`config.mk`:
```
export PLATFORM = sky130hd
export DESIGN_NAME = knn_bus_driver
export DESIGN_NICKNAME = d
export VERILOG_FILES = /design/src/rtl/knn_drv_pkg.sv /design/src/rtl/knn_drv_xact.sv /design/src/rtl/knn_bus_driver.sv
export SDC_FILE = /design/constraint.sdc
export NUM_CORES = 1
export LEC_CHECK = 0
export BUFFER_PORTS_ARGS = -buffer_cell sky130_fd_sc_hd__buf_2
export CAP_MARGIN = 0
export CORE_ASPECT_RATIO = 0.8
export CORE_MARGIN = 4
export CORE_UTILIZATION = 30
export DETAILED_ROUTE_END_ITERATION = 16
export PLACE_DENSITY = 0.5
export SYNTH_ARGS = -nofsm -noshare
export SYNTH_HDL_FRONTEND = slang
export SYNTH_SLANG_ARGS = --single-unit
```
`constraint.sdc`:
```
create_clock -name clk -period 2.4 [get_ports clk]
set_clock_uncertainty 0.15 [all_clocks]
set_input_delay 0.12 -clock clk [delete_from_list [all_inputs] [get_ports clk]]
set_output_delay 0.12 -clock clk [all_outputs]
set_load 0.02 [all_outputs]
```
`src/rtl/knn_drv_pkg.sv`:
```
// Shared types and constants for the KNN peripheral bus driver.
// Latency: n/a (types, constants and a helper function only).
// Backpressure: n/a.
package knn_drv_pkg;

  // Top-level sequencing states, in run order.
  typedef enum logic [3:0] {
    S_IDLE,
    S_RST_HI,
    S_RST_LO,
    S_WR_EN,
    S_WR_A,
    S_WAIT_TP,
    S_WR_B,
    S_WR_LBL,
    S_RD_INFO,
    S_DONE
  } drv_state_t;

  // Default peripheral register word addresses.
  localparam int DEF_A_RESET  = 0;
  localparam int DEF_A_ENABLE = 1;
  localparam int DEF_A_A      = 2;
  localparam int DEF_A_B      = 3;
  localparam int DEF_A_LABEL  = 4;
  localparam int DEF_A_INFO0  = 5;

  // Index width for n items: clog2(n), never less than one bit.
  function automatic int width_idx(input int n);
    int w;
    w = $clog2(n);
    return (w < 1) ? 1 : w;
  endfunction

endpackage

```
`src/rtl/knn_drv_xact.sv`:
```
// Single native-bus transaction engine: one request -> one valid/ready exchange.
// Latency: m_valid rises the cycle after req is seen idle; ack is combinational with m_ready.
// Backpressure: holds m_valid and payload until m_ready; optional watchdog aborts the request.
//
// Ports:
//   clk, rst_n              clock, async active-low reset
//   req, addr, wdata, we    request from the sequencer (level, held until ack/timeout)
//   ack                     completion strobe (m_valid & m_ready)
//   rdata_q                 read data captured on completion of a read
//   timeout                 watchdog expiry strobe (KNN_DRV_TIMEOUT_EN only, else 0)
//   m_*                     native master port
module knn_drv_xact #(
  parameter int ADDR_W  = 5,
  parameter int DATA_W  = 32,
  parameter int TIMEOUT = 255
) (
  input  logic                clk,
  input  logic                rst_n,
  input  logic                req,
  input  logic [ADDR_W-1:0]   addr,
  input  logic [DATA_W-1:0]   wdata,
  input  logic                we,
  output logic                ack,
  output logic [DATA_W-1:0]   rdata_q,
  output logic                timeout,
  output logic                m_valid,
  output logic [ADDR_W-1:0]   m_address,
  output logic [DATA_W-1:0]   m_wdata,
  output logic [DATA_W/8-1:0] m_wstrb,
  input  logic [DATA_W-1:0]   m_rdata,
  input  logic                m_ready
);

  // m_ready outside a live request is meaningless and is masked here.
  assign ack = m_valid & m_ready;

`ifdef KNN_DRV_TIMEOUT_EN
  localparam int CW = $clog2(TIMEOUT + 1);
  logic [CW-1:0] wd_cnt;

  // Fires on the TIMEOUT-th stalled cycle, so m_valid is high exactly TIMEOUT cycles.
  assign timeout = m_valid & ~m_ready & (wd_cnt == CW'(TIMEOUT - 1));

  always_ff @(posedge clk or negedge rst_n) begin
    if (!rst_n) begin
      wd_cnt <= '0;
    end else if (!m_valid) begin
      wd_cnt <= '0;
    end else if (!m_ready) begin
      wd_cnt <= wd_cnt + 1'b1;
    end
  end
`else
  localparam int unused_timeout_lim = TIMEOUT;
  assign timeout = 1'b0;
`endif

  // A new request is only taken while m_valid is low, which guarantees the
  // one idle cycle after every completion and a stable payload while valid.
  always_ff @(posedge clk or negedge rst_n) begin
    if (!rst_n) begin
      m_valid   <= 1'b0;
      m_address <= '0;
      m_wdata   <= '0;
      m_wstrb   <= '0;
      rdata_q   <= '0;
    end else if (m_valid) begin
      if (m_ready || timeout) begin
        m_valid <= 1'b0;
      end
      if (m_ready && (m_wstrb == '0)) begin
        rdata_q <= m_rdata;
      end
    end else if (req) begin
      m_valid   <= 1'b1;
      m_address <= addr;
      m_wdata   <= wdata;
      m_wstrb   <= {(DATA_W/8){we}};
    end
  end

endmodule

```
`src/rtl/knn_bus_driver.sv`:
```
// Native-bus initiator that programs the KNN peripheral and streams back neighbour labels.
// Latency: 3 cycles per bus transaction with a 1-cycle slave; done 2 cycles after last result.
// Backpressure: stalls on m_ready per transaction; tp_ready only in WAIT_TP; no res backpressure.
//
// Ports:
//   clk, rst_n                         clock, async active-low reset
//   start, test_pt                     run request and test point (sampled in IDLE)
//   tp_valid/tp_ready, tp_b, tp_label, tp_last   training-point stream
//   m_valid, m_address, m_wdata, m_wstrb, m_rdata, m_ready   native master port
//   res_valid, res_label, res_idx      neighbour label stream (one-cycle pulses)
//   busy, done, err                    status; err is the sticky watchdog flag
// Optional feature: define KNN_DRV_TIMEOUT_EN for the per-transaction watchdog.
module knn_bus_driver
  import knn_drv_pkg::*;
#(
  parameter int ADDR_W      = 5,
  parameter int DATA_W      = 32,
  parameter int LABEL       = 8,
  parameter int N_Neighbour = 4,
  parameter int A_RESET     = DEF_A_RESET,
  parameter int A_ENABLE    = DEF_A_ENABLE,
  parameter int A_A         = DEF_A_A,
  parameter int A_B         = DEF_A_B,
  parameter int A_LABEL     = DEF_A_LABEL,
  parameter int A_INFO0     = DEF_A_INFO0,
  parameter int TIMEOUT     = 255
) (
  input  logic                               clk,
  input  logic                               rst_n,
  input  logic                               start,
  input  logic [DATA_W-1:0]                  test_pt,
  input  logic                               tp_valid,
  output logic                               tp_ready,
  input  logic [DATA_W-1:0]                  tp_b,
  input  logic [LABEL-1:0]                   tp_label,
  input  logic                               tp_last,
  output logic                               m_valid,
  output logic [ADDR_W-1:0]                  m_address,
  output logic [DATA_W-1:0]                  m_wdata,
  output logic [DATA_W/8-1:0]                m_wstrb,
  input  logic [DATA_W-1:0]                  m_rdata,
  input  logic                               m_ready,
  output logic                               res_valid,
  output logic [LABEL-1:0]                   res_label,
  output logic [width_idx(N_Neighbour)-1:0]  res_idx,
  output logic                               busy,
  output logic                               done,
  output logic                               err
);

  localparam int IW = width_idx(N_Neighbour);
  // One extra bit so the read counter can express "all reads issued".
  localparam int KW = IW + 1;
  localparam logic [KW-1:0] K_END = KW'(N_Neighbour);

  drv_state_t          state;
  logic [DATA_W-1:0]   test_q;
  logic [DATA_W-1:0]   b_q;
  logic [LABEL-1:0]    lbl_q;
  logic                last_q;
  logic [KW-1:0]       k;

  logic                req;
  logic [ADDR_W-1:0]   req_addr;
  logic [DATA_W-1:0]   req_wdata;
  logic                req_we;
  logic                ack;
  logic                xact_timeout;
  logic [DATA_W-1:0]   rdata_q;

  // Request decode: each bus state presents one request until it is acked.
  always_comb begin
    req       = 1'b1;
    req_we    = 1'b1;
    req_addr  = '0;
    req_wdata = '0;
    case (state)
      S_RST_HI: begin req_addr = ADDR_W'(A_RESET);  req_wdata = DATA_W'(1); end
      S_RST_LO: begin req_addr = ADDR_W'(A_RESET);  req_wdata = '0;         end
      S_WR_EN:  begin req_addr = ADDR_W'(A_ENABLE); req_wdata = DATA_W'(1); end
      S_WR_A:   begin req_addr = ADDR_W'(A_A);      req_wdata = test_q;     end
      S_WR_B:   begin req_addr = ADDR_W'(A_B);      req_wdata = b_q;        end
      S_WR_LBL: begin req_addr = ADDR_W'(A_LABEL);  req_wdata = DATA_W'(lbl_q); end
      S_RD_INFO: begin
        req      = (k != K_END);
        req_we   = 1'b0;
        req_addr = ADDR_W'(A_INFO0) + ADDR_W'(k);
      end
      default: req = 1'b0;
    endcase
  end

  knn_drv_xact #(
    .ADDR_W  (ADDR_W),
    .DATA_W  (DATA_W),
    .TIMEOUT (TIMEOUT)
  ) u_xact (
    .clk       (clk),
    .rst_n     (rst_n),
    .req       (req),
    .addr      (req_addr),
    .wdata     (req_wdata),
    .we        (req_we),
    .ack       (ack),
    .rdata_q   (rdata_q),
    .timeout   (xact_timeout),
    .m_valid   (m_valid),
    .m_address (m_address),
    .m_wdata   (m_wdata),
    .m_wstrb   (m_wstrb),
    .m_rdata   (m_rdata),
    .m_ready   (m_ready)
  );

  // The engine captures read data on completion, so it is already the
  // registered label in the res_valid cycle.
  assign res_label = rdata_q[LABEL-1:0];

  generate
    if (LABEL < DATA_W) begin : g_rd_hi
      logic unused_rdata_hi;
      assign unused_rdata_hi = ^rdata_q[DATA_W-1:LABEL];
    end
  endgenerate

`ifdef KNN_DRV_TIMEOUT_EN
  logic err_q;
  assign err = err_q;
`else
  logic unused_xact_timeout;
  assign unused_xact_timeout = xact_timeout;
  assign err = 1'b0;
`endif

  always_ff @(posedge clk or negedge rst_n) begin
    if (!rst_n) begin
      state     <= S_IDLE;
      test_q    <= '0;
      b_q       <= '0;
      lbl_q     <= '0;
      last_q    <= 1'b0;
      k         <= '0;
      tp_ready  <= 1'b0;
      busy      <= 1'b0;
      done      <= 1'b0;
      res_valid <= 1'b0;
      res_idx   <= '0;
`ifdef KNN_DRV_TIMEOUT_EN
      err_q     <= 1'b0;
`endif
    end else begin
      done      <= 1'b0;
      res_valid <= 1'b0;
      if (ack && (state == S_RD_INFO)) begin
        res_valid <= 1'b1;
        res_idx   <= k[IW-1:0];
      end
      case (state)
        S_IDLE: begin
          if (start) begin
            state  <= S_RST_HI;
            busy   <= 1'b1;
            test_q <= test_pt;
          end
        end
        S_RST_HI: if (ack) state <= S_RST_LO;
        S_RST_LO: if (ack) state <= S_WR_EN;
        S_WR_EN:  if (ack) state <= S_WR_A;
        S_WR_A: begin
          if (ack) begin
            state    <= S_WAIT_TP;
            tp_ready <= 1'b1;
          end
        end
        S_WAIT_TP: begin
          if (tp_valid && tp_ready) begin
            b_q      <= tp_b;
            lbl_q    <= tp_label;
            last_q   <= tp_last;
            tp_ready <= 1'b0;
            state    <= S_WR_B;
          end
        end
        S_WR_B: if (ack) state <= S_WR_LBL;
        S_WR_LBL: begin
          if (ack) begin
            if (last_q) begin
              state <= S_RD_INFO;
              k     <= '0;
            end else begin
              state    <= S_WAIT_TP;
              tp_ready <= 1'b1;
            end
          end
        end
        S_RD_INFO: begin
          // Linger one cycle after the final read so the last result is out
          // before DONE is entered.
          if (k == K_END) begin
            state <= S_DONE;
          end else if (ack) begin
            k <= k + 1'b1;
          end
        end
        S_DONE: begin
          done  <= 1'b1;
          busy  <= 1'b0;
          state <= S_IDLE;
        end
        default: state <= S_IDLE;
      endcase
`ifdef KNN_DRV_TIMEOUT_EN
      // Abort overrides whatever the bus state intended this cycle.
      if (xact_timeout) begin
        state    <= S_DONE;
        tp_ready <= 1'b0;
        err_q    <= 1'b1;
      end else if ((state == S_IDLE) && start) begin
        err_q <= 1'b0;
      end
`endif
    end
  end

endmodule

```
# Yosys cells after proc, flatten, opt, wreduce, memory -nomap -nowiden

Index checks and enable logic that the tools add are counted.

Flip-flop bits (word level): 133
Input bits: 110
Output and inout bits: 57
Word-level logic and storage cells: 94

$add $sub $neg: 2
Equal/unequal tests: 24
Multiplexer cells: 32
Bitwise gates (word level): 2
Reductions and logical operators: 18

Operator list:

| kind                                          | count |
|---|---|
| case mux 32 bit (4 select lines)              | 1 |
| two-way mux 4 bit                             | 10 |
| case mux 4 bit (9 select lines)               | 1 |
| inequality test 2 bit, second input constant  | 12 |
| case mux 4 bit (5 select lines)               | 1 |
| == test 4 x 3 -> 1 bit, second input constant | 4 |
| two-way mux 3 bit                             | 4 |
| two-way mux 1 bit                             | 11 |
| AND reduction 2 bit                           | 5 |
| AND reduction 5 bit                           | 2 |
| AND reduction 9 bit                           | 1 |
| == test 4 x 2 -> 1 bit, second input constant | 2 |
| == test 4 bit, second input constant          | 2 |
| zero test 4 bit                               | 2 |
| case mux 3 bit (2 select lines)               | 1 |
| OR reduction 6 bit                            | 1 |
| adder 3 x 3 -> 4 bit, first input constant    | 1 |
| == test 4 x 1 -> 1 bit, second input constant | 1 |
| case mux 1 bit (2 select lines)               | 2 |
| nonzero test 2 bit                            | 2 |
| adder 3 x 1 -> 3 bit, second input constant   | 1 |
| == test 3 bit, second input constant          | 1 |
| logical AND 1 bit                             | 3 |
| inequality test 3 bit, second input constant  | 1 |
| other kinds (6)                               | 6 |

# Depth between registers and ports, before layout

Depth in word-level cells: 5
Gate-level depth with buffers: 8
Depth with buffers taken out: 6

# Hierarchy

Synthesis repeated with hierarchy kept, for this count alone.

Cells, all modules: 480
Area, all modules: 6959.2 um^2

By module, submodules not included:

| module         | times used | cells each | area each (um^2) | sequential area each (um^2) |
|---|---|---|---|---|
| knn_bus_driver | 1          | 322        | 4184.0           | 2152.1 |
| knn_drv_xact   | 1          | 158        | 2775.2           | 1776.7 |

# Worst setup path before layout

Ideal clock, no wire load.

Path type: register -> register
Start point: register state[3]
End point: register b_q[0]
Library setup time: 0.125 ns
Data arrival time: 1.685 ns
Required time: 2.125 ns
Path slack: 0.440 ns
Cell stages (with the launch flop): 7
Buffers on the path: 3
Clock period less this slack: 1.960 ns
Cell sequence: dfrtp_1 buf_2 nand2b_1 clkbuf_1 nor3_2 buf_2 mux2_2

Word-level cells in the longest chain between the ends: 2

Ends and longest elaborated chain:

| element                       | line                  | RTL |
|---|---|---|
| from (decl)                   | knn_bus_driver.sv:56  | `drv_state_t state;` |
| from (signal assigned)        | knn_bus_driver.sv:137 | `state <= S_IDLE;` |
| from (signal assigned)        | knn_bus_driver.sv:161 | `state <= S_RST_HI;` |
| from (signal assigned)        | knn_bus_driver.sv:166 | `S_RST_HI: if (ack) state <= S_RST_LO;` |
| == test 4 x 3 -> 1 bit        | knn_bus_driver.sv:158 | `case (state)` |
| AND reduction 2 bit (no line) | n/a                   |  |
| to (signal assigned)          | knn_bus_driver.sv:177 | `b_q <= tp_b;` |
| to (decl)                     | knn_bus_driver.sv:58  | `logic [DATA_W-1:0] b_q;` |

No other way between the ends.
A chain may end at the register's enable or synchronous reset.

# Worst setup path in the final report

Start point: register state[0]
End point: register b_q[30]

Same word-level chain as after synthesis.

==> reports/qor.yml <==
status:
  run_status: "completed"
final_layout:
  syn2layout_area_growth_pct: 43.8
  final-seq-area_um2: 3300
  n_fill_cell: 1691
  final_net_count: 759
  post_route_cells_drive_above_1_share: 0.452
  antenna_diodes: 0
  area_taken_by_multi_input_logic_gates_um2: 2220
min_path:
  worstHoldEndpoint: "u_xact.m_valid$_DFF_PN0_"
  hp-class: "in2reg"
  worstHoldPathCells: 3
  holdCritStartpoint: "m_ready"
place:
  finalWeightedCongestion: 0.788
  port-buffer-count: 140
  hpwl_mm: 10.2
clock_tree:
  tritoncts: "yes"
  clockRootBuffer: "sky130_fd_sc_hd__clkbuf_16"
  clkSlewWorstSetupHoldPaths_ns: 0.05
  insertion_delay_ns: 0.41
  cts_num_sinks: 132
  cts-htree-levels: 4
  ctsLongestPathBuffers: 2
  tritoncts.num_buffers: 17
routing:
  postRouteAntennaNets: 0
  dr_pass1_iterations: 4
  first_iter_violations: 188
  route.vias.total: 4303
  routed_wl_mm: 15.4
  wire_per_inst_um: 16.9
  viasPerCell: 4.71
  drcViolationCount: 0
global_route:
  antenna_found_initial: 0
  first_global_vias: 4721
  grt_pass1_wl_mm: 25.4
  gr-total-overflow: 0
  grt_start_max_net_pins: 54
  grt_use_total: 0.151
sta:
  fin_setup_tns_ns: 0
  timing_max_transition_violations_final: 0
  rsz_0062_raised_after_global_routing: "false"
  setup_viol: 0
  post-route-min-period_ns: 2.23
  finalCritPeriodShare: 0.928
  timing_hold_violations_final: 0
  worst_slew_pin_slew_ns: 0.753
  timing.slew.headroom: 0.498
  max_freq_mhz: 449
synth:
  yosysTopAreaCellShare: 0.580
  synth_mux_area_frac: 0.186
  synth_top_family_by_area: "multiplexers"
  syn-cell-area_um2: 5700
  yosysMostFrequentCell: "sky130_fd_sc_hd__dfrtp_1"
  post_synth_main_area_contributors: "sky130_fd_sc_hd__dfrtp_1, sky130_fd_sc_hd__mux2_2, sky130_fd_sc_hd__a22oi_1, sky130_fd_sc_hd__o2bb2ai_1, sky130_fd_sc_hd__o2bb2ai_2"
  yosys.cell_types.count: 47
  largest_area_contributor_in_the_synthesized_netlist: "sky130_fd_sc_hd__dfrtp_1"
  ys_top_cells_by_count: "sky130_fd_sc_hd__dfrtp_1, sky130_fd_sc_hd__mux2_2, sky130_fd_sc_hd__a22oi_1"
  dominantRegCellSynth: "sky130_fd_sc_hd__dfrtp_1"
  synth_simple_gate_area_frac: 0.0420
  post_synth_edffs: 0
  synth_warnings: 0
  async_flop_share: 1.00
  xor_xnor_cell_area_share_of_the_yosys_netlist: 0.00308
  post_synth_inst_count: 419
  syn-mean-instance-area_um2: 13.6
  yosys.area_share.adder: 0.00439
  seq_area_frac_synth: 0.580
  synth_compound_area_frac: 0.148
  postSynthRegisterBits: 132
pwr:
  vdd.ir_drop.worst_mv: 0.492
  finalPower_uw: 9980
  p_leak_uw: 0.00377
  power.density_cell_area_nw_per_um2: 1220
floorplan:
  fp.coreArea_um2: 18400
  fp.dieH_um: 131
  dieArea_um2: 21300
  placement_rows: 44
  initial_core_util: 0.310
  ioPinCount: 167
  die_width_um: 162
critical_path:
  critPathArrivalTime_ns: 2.37
  critical_path_peak_fanout: 31
  worst_r2r_path_depth: 5
  startpoint_type: "flip-flop"
  worst-endpoint-required_ns: 2.54
  ff2ff_setup_slack_ns: 0.17
  timing_worst_setup_path_type: "reg2reg"
  critical_path.reg2reg.endpoint: "b_q[30]$_DFFE_PN0P_"
  worst_r2r_startpoint: "state[0]$_DFFE_PN0P_"
  worst_setup_path_end_kind: "flip-flop"
run:
  cap_viol_max_count: 0
## per-stage QoR
stage	instance area [µm²]	std cells	utilization	setup WS, ns	hold slack [ns]
floorplan	5700	420	-	0.440	-0.326
global placement	6780	798	0.368	0.205	-0.0523
detailed placement	6780	798	0.368	0.174	-0.0369
CTS	8180	913	0.445	0.156	0.0172
global route	8190	913	0.445	0.0560	0.0488
finish	8190	913	0.445	0.174	0.0523
## worst max-delay path, cell delays in order, from the launching register on
cell,delay (ns)
sky130_fd_sc_hd__dfrtp_1,0.53
sky130_fd_sc_hd__buf_4,0.33
sky130_fd_sc_hd__nand2b_1,0.17
sky130_fd_sc_hd__nor3_4,0.29
sky130_fd_sc_hd__buf_12,0.26
sky130_fd_sc_hd__mux2_2,0.36
## area by class of cell
class	count	area share
Clock buffer	23	0.0571
Clock inverter	9	0.0127
Inverter	7	0.00321
Multi-Input combinational cell	244	0.271
Sequential cell	132	0.403
Tap cell	253	0.0387
Timing Repair Buffer	245	0.214
## cell families (layout without fill, tap and decap cells)
logic type | count (synthesis) | after routing
other | 1 | 2
AOI/OAI and AO/OA | 103 | 103
muxes | 94 | 94
adders and majority gates | 2 | 2
xor gates and xnor gates | 2 | 2
DFF | 132 | 132
buffers and inverters | 44 | 284
and+or+nand+nor | 41 | 41
## per-layer routing
metal  routed length [µm]  global-route usage  vias to the layer above  part of all wire
li1                     -                   -                     2030                 -
met3                  945              0.0420                       15             0.061
met1                 7000               0.199                     2112              0.45
met4                  248              0.0484                        0             0.016
met2                 7200               0.244                      146              0.47
met5                    0                   0                        -                 0
## layout by cell type, fill, tap and decap left out, drive strengths merged, types with 2 or more instances in the layout
cell,instances
nor4,2
nand3,2
a31oi,6
clkinv,5
dfrtp,132
o21ai,4
xor2,2
nor2,10
o22ai,4
clkinvlp,2
ha,2
a22oi,31
or2,3
a21oi,11
nor3,3
a32oi,2
mux2,94
nor2b,3
o32a,2
o21a,2
buf,162
dlygate4sd3,83
conb,2
bufinv,2
nand2b,4
clkbuf,23
a32o,2
nand2,8
o2bb2ai,32
inv,7
## registers in the layout, indices dropped and copies added (netlist names)
| register | flops |
|---|---|
| b_q | 32 |
| test_q | 32 |
| u_xact.m_wdata | 32 |
| lbl_q | 8 |
| u_xact.rdata_q | 8 |
| state | 4 |
| u_xact.m_address | 4 |
| k | 3 |
| res_idx | 2 |
| busy | 1 |
| done | 1 |
| last_q | 1 |
| res_valid | 1 |
| tp_ready | 1 |
| u_xact.m_valid | 1 |
| u_xact.m_wstrb | 1 |
## timing repair
action	CTS	global route
buffers inserted	0	0
hold buffers	83	0
setup endpoints to repair	0	4
gates resized for setup	0	1
endpoints found under the hold margin	190	0
## report_power, final
part	switching, µW	total (µW)	internal (µW)
Clock	927	2500	1580
Combinational	2030	3850	1820
Sequential	514	3620	3110
Total	3470	9980	6500
## worst max path at each step
stage / startpoint / endpoint / slack (ns) / cells past startpoint
after CTS: k[0]$_DFFE_PN0P_ / u_xact.m_address[0]$_DFFE_PN0P_ / 0.16 / 6
after global routing: state[0]$_DFFE_PN0P_ / b_q[20]$_DFFE_PN0P_ / 0.06 / 5
after global placement: k[0]$_DFFE_PN0P_ / u_xact.m_address[0]$_DFFE_PN0P_ / 0.21 / 6
after floorplan: state[3]$_DFFE_PN0P_ / b_q[0]$_DFFE_PN0P_ / 0.44 / 6
after detailed placement: k[0]$_DFFE_PN0P_ / u_xact.m_wdata[16]$_DFFE_PN0P_ / 0.17 / 7
final: state[0]$_DFFE_PN0P_ / b_q[30]$_DFFE_PN0P_ / 0.17 / 5
No activity file was read; power rests on OpenSTA's default activity.
